File: src/rtl/cs_seq.sv
// Command-path sequencer: UDP start -> MAC-to-FIFO-C -> FIFO-C-to-CS -> done,
// with FIFO-full gating, per-stage watchdog, and command/error counters.
module cs_seq #(
   parameter int TIMEOUT = 1024,
   parameter int CNT_W   = 16
) (
   input  logic             clk,
   input  logic             rst,
   input  logic             fifoa_full,
   input  logic             fifoc_full,
   input  logic             fifod_full,
   input  logic             fs_udp_rx,
   output logic             fd_udp_rx,
   output logic             fs_mac2fifoc,
   input  logic             fd_mac2fifoc,
   output logic             fs_fifoc2cs,
   input  logic             fd_fifoc2cs,
   output logic             busy,
   output logic [2:0]       state,
   output logic [CNT_W-1:0] cmd_cnt,
   output logic [7:0]       err_cnt
);

   // Handshake: each fs output is a level held for the whole stage; the stage
   // exits on the first cycle its fd input is sampled high, and fs drops on
   // that same edge. fd is not required to fall before the next stage starts.

   localparam int TMO_W = (TIMEOUT > 2) ? $clog2(TIMEOUT) : 1;

   typedef enum logic [2:0] {
      S_IDLE = 3'd0,
      S_WAIT = 3'd1,
      S_MAC  = 3'd2,
      S_FIFO = 3'd3,
      S_DONE = 3'd4,
      S_ERR  = 3'd5
   } state_t;

   state_t           r_state;
   state_t           w_next;
   logic [TMO_W-1:0] r_tmo_cnt;
   logic             r_fifoa_q;
   logic             w_full;
   logic             w_tmo_hit;
   logic             w_cmd_inc;
   logic             w_ovf_edge;
   logic             w_watched;
   logic [8:0]       w_err_sum;

   assign w_full     = fifoc_full | fifod_full;
   assign w_tmo_hit  = (TIMEOUT != 0) && (r_tmo_cnt == TMO_W'(TIMEOUT - 1));
   assign w_ovf_edge = fifoa_full & ~r_fifoa_q;
   assign w_watched  = (r_state == S_WAIT) || (r_state == S_MAC) ||
                       (r_state == S_FIFO) || (r_state == S_DONE);
   assign w_err_sum  = {1'b0, err_cnt} + 9'(w_ovf_edge) + 9'(r_state == S_ERR);
   assign state      = r_state;

   // Exit conditions are tested before the watchdog so a same-cycle exit wins.
   always_comb begin
      w_next    = r_state;
      w_cmd_inc = 1'b0;
      case (r_state)
         S_IDLE: if (fs_udp_rx) w_next = w_full ? S_WAIT : S_MAC;
         S_WAIT: begin
            if (!w_full)        w_next = S_MAC;
            else if (w_tmo_hit) w_next = S_ERR;
         end
         S_MAC: begin
            if (fd_mac2fifoc)   w_next = S_FIFO;
            else if (w_tmo_hit) w_next = S_ERR;
         end
         S_FIFO: begin
            if (fd_fifoc2cs) begin
               w_next    = S_DONE;
               w_cmd_inc = 1'b1;
            end else if (w_tmo_hit) begin
               w_next = S_ERR;
            end
         end
         S_DONE: begin
            if (!fs_udp_rx)     w_next = S_IDLE;
            else if (w_tmo_hit) w_next = S_ERR;
         end
         S_ERR:   w_next = S_DONE;
         default: w_next = S_IDLE;
      endcase
   end

   // Outputs are decoded from the next state so they are registered (Moore).
   always_ff @(posedge clk or negedge rst) begin
      if (!rst) begin
         r_state      <= S_IDLE;
         r_tmo_cnt    <= '0;
         r_fifoa_q    <= 1'b0;
         fs_mac2fifoc <= 1'b0;
         fs_fifoc2cs  <= 1'b0;
         fd_udp_rx    <= 1'b0;
         busy         <= 1'b0;
         cmd_cnt      <= '0;
         err_cnt      <= '0;
      end else begin
         r_state      <= w_next;
         r_fifoa_q    <= fifoa_full;
         fs_mac2fifoc <= (w_next == S_MAC);
         fs_fifoc2cs  <= (w_next == S_FIFO);
         fd_udp_rx    <= (w_next == S_DONE);
         busy         <= (w_next != S_IDLE);
         if (w_next != r_state) r_tmo_cnt <= '0;
         else if (w_watched)    r_tmo_cnt <= r_tmo_cnt + 1'b1;
         if (w_cmd_inc) cmd_cnt <= cmd_cnt + 1'b1;
         err_cnt <= (w_err_sum > 9'd255) ? 8'hFF : w_err_sum[7:0];
      end
   end

endmodule

File: config.mk
export PLATFORM = sky130hd
export DESIGN_NAME = cs_seq
export DESIGN_NICKNAME = d
export VERILOG_FILES = /design/src/rtl/cs_seq.sv
export SDC_FILE = /design/constraint.sdc
export NUM_CORES = 1
export LEC_CHECK = 0
export CELL_PAD_IN_SITES_DETAIL_PLACEMENT = 1
export CELL_PAD_IN_SITES_GLOBAL_PLACEMENT = 2
export CORE_MARGIN = 2
export CORE_UTILIZATION = 33
export CTS_CLUSTER_DIAMETER = 150
export DETAILED_ROUTE_END_ITERATION = 8
export PLACE_DENSITY = 0.82
export SLEW_MARGIN = 10
export SYNTH_ARGS = -nofsm -noshare
export SYNTH_HDL_FRONTEND = slang
export SYNTH_SLANG_ARGS = --single-unit
File: constraint.sdc
create_clock -name clk -period 2.5 [get_ports clk]
set_clock_uncertainty 0.05 [all_clocks]
set_input_delay 0.5 -clock clk [delete_from_list [all_inputs] [get_ports clk]]
set_output_delay 0.5 -clock clk [all_outputs]
set_load 0.01 [all_outputs]
==> reports/qor.txt <==
GR Overflow Total -> 0
Placed insts -> 310
Max VDD drop -> 0.000426 V
Initial Util -> 34.7%
1st-iter DRT viols -> 45
Unrepaired setup endpoints after global routing -> false
WL per Instance -> 14.6 µm
Dpl ws -> 0.00351 ns
CTS buffer count -> 5
CTS hold repair buffers -> 0
Max-Cap Viols -> 0
Fin worst setup slack -> 0.343 ns
Area Overhead vs Synth -> 28.5%
Minimum clock period -> 2.16 ns
Worst slew margin -> 60.0%
Setup Buffers After CTS -> 0
Vias/cell -> 5.00
Run status -> finished clean
YS warnings -> 0
Placer Congestion -> 0.739
Synth Area per Inst -> 10.8 µm²
Final Cycle Share -> 86.3%
Drt drc -> 0
Die width -> 83.6 µm
Drt total wl -> 4620 µm
Clock Tree Buf Depth -> 2
HP Class -> primary input to asynchronous set/reset pin
Post-synth EDFFs -> 0
GRT Overall Usage -> 14.5%
Top cell type by total area after synthesis -> dfrtp_1
Syn Inst Count -> 194
Crit path launch type -> primary input
Post-route setup TNS -> 0 ns
Number of diodes -> 0
Ys flop type -> dfrtp_1
Area contributors post-synth -> dfrtp_1 50%, xnor2_1 8.8%, xor2_1 2.9%
Yosys cell types -> 44
PD cells -> 908 nW/µm²
Clk_lat worst skew -> 0.29 ns
First drt pass iteration count -> 4
Final instance area -> 2680 µm²
Die area -> 6980 µm²
Layout cells sized above 1 -> 11.2%
Row count -> 28
Pwr Total -> 2.44 mW
Async S/R FF share, synth -> 100%
Vias -> 1580
Port bufs -> 38
HPWL Detailed -> 3460 µm
Final Setup Violations -> 0
WP data required -> 2.67 ns
H-tree Lvls -> 2
Initial antenna violation count -> 0
Leakage power -> 1.18 nW
Vias in the first global route -> 1666
Nets@finish -> 254
Mapped Nets -> 206
CTS root buf -> clkbuf_8
Slew @ Worst Pin -> 0.599 ns
First-pass GRT wire length -> 8070 µm
Pin count of the biggest net entering global routing -> 27
Die Ht -> 83.6 µm
Final hold vios -> 0
Fin cells -> 316
Hold WS -> 0.160 ns
IO Pins -> 39
Clk sinks -> 42
Seq cells post-synth -> 42
Fin util -> 44.5%
Clock slew at reported path FFs -> 0.07 ns
Crit path arrival time -> 2.33 ns
Synth top area share -> 50.3%
Max Transition Viols Final -> 0
Mapped cell area -> 2090 µm²
CP endpoint kind -> flip-flop
Placed inst area -> 2600 µm²
Sequential-to-total area share from yosys stat -> 50.3%
Routed Antenna Nets -> 0
Worst-path fanout max -> 6
Core Region -> 6030 µm²
CTS tree -> built
Worst setup path category -> primary input to flip-flop
Post-CTS sizing -> 0
Max Fclk -> 464 MHz
[cell families after synthesis]
family,synth area share [%]
AO/OA/AOI/OAI,8.63
XOR/XNOR,11.7
adder cells (fa/ha/maj),2.76
buffers and inverters,2.28
flip-flops,50.3
multiplexers,1.50
AND/OR/NAND/NOR,22.8
[metal layers]
metal	share of wire, %	global-route usage (%)	up-vias
met5	0	0	-
met3	4.3	4.15	7
met4	1.7	4.84	0
met1	47	18.9	777
met2	47	23.2	28
li1	-	-	768
[area by class of cell]
cell class / count / area [µm²]
Multi-Input combinational cell: 140 / 990
Tap cell: 75 / 93.8
Sequential cell: 42 / 1050
Timing Repair Buffer: 47 / 443
Inverter: 6 / 22.5
Clock buffer: 6 / 82.6
Fill cell: 679 / 3340
[power by group]
| group | leakage [nW] | total [mW] | internal [mW] | switching (mW) |
|---|---|---|---|---|
| clock network | 0.0431 | 0.428 | 0.213 | 0.215 |
| logic | 0.578 | 1.08 | 0.521 | 0.555 |
| registers | 0.556 | 0.931 | 0.815 | 0.117 |
| total | 1.18 | 2.44 | 1.55 | 0.887 |
[registers in the layout, summed over array words and instances, names as in the netlist, 3 cells and up]
signal / cells
state: 3
err_cnt: 8
r_tmo_cnt: 10
cmd_cnt: 16
[cell usage after synthesis, drive strengths merged (3+ instances only)]
| library cell | count |
|---|---|
| nand4 | 3 |
| ha | 3 |
| nor3 | 11 |
| a21oi | 4 |
| clkbuf | 4 |
| and2 | 5 |
| and4 | 4 |
| or3 | 5 |
| nand3 | 12 |
| nor2 | 7 |
| dfrtp | 42 |
| xor2 | 7 |
| xnor2 | 21 |
| nand2 | 14 |
| inv | 6 |
| nand2b | 5 |
| and3 | 7 |
| o21ai | 5 |
[critical path: stages]
cell,delay [ns]
clkdlybuf4s50_1,0.48
nand2b_1,0.08
fa_1,0.39
inv_1,0.08
ha_1,0.18
and3_1,0.27
nand3_1,0.22
nand2b_1,0.14
[placed cells by master, fill, tap and decap left out, types with 2 or more instances in the layout]
cell type	count
a21bo_2	2
a21oi_1	4
a31oi_1	2
and2_1	5
and3_1	7
and4_1	4
buf_4	9
clkbuf_8	6
clkdlybuf4s50_1	37
dfrtp_1	42
ha_1	3
inv_1	6
mux2i_1	2
nand2_1	14
nand2b_1	5
nand3_1	12
nand4_1	2
nor2_1	7
nor2b_1	2
nor3_1	11
o21a_1	2
o21ai_0	3
or3_1	5
xnor2_1	21
xor2_1	7
[path summary, 6_finish.rpt]
check	cells after the start	startpoint	slack, ns	end
setup / recovery	8	fifoa_full	0.34	err_cnt[1]$_DFF_PN0_
hold / removal	1	rst	0.16	state[1]$_DFF_PN0_
setup reg to reg	8	state[1]$_DFF_PN0_	0.47	err_cnt[1]$_DFF_PN0_
hold reg to reg	1	cmd_cnt[13]$_DFFE_PN0P_	0.44	cmd_cnt[13]$_DFFE_PN0P_
max in group asynchronous	2	rst	1.67	cmd_cnt[1]$_DFFE_PN0P_
min in group clk	1	cmd_cnt[13]$_DFFE_PN0P_	0.44	cmd_cnt[13]$_DFFE_PN0P_
No activity file was read; power rests on OpenSTA's default activity.
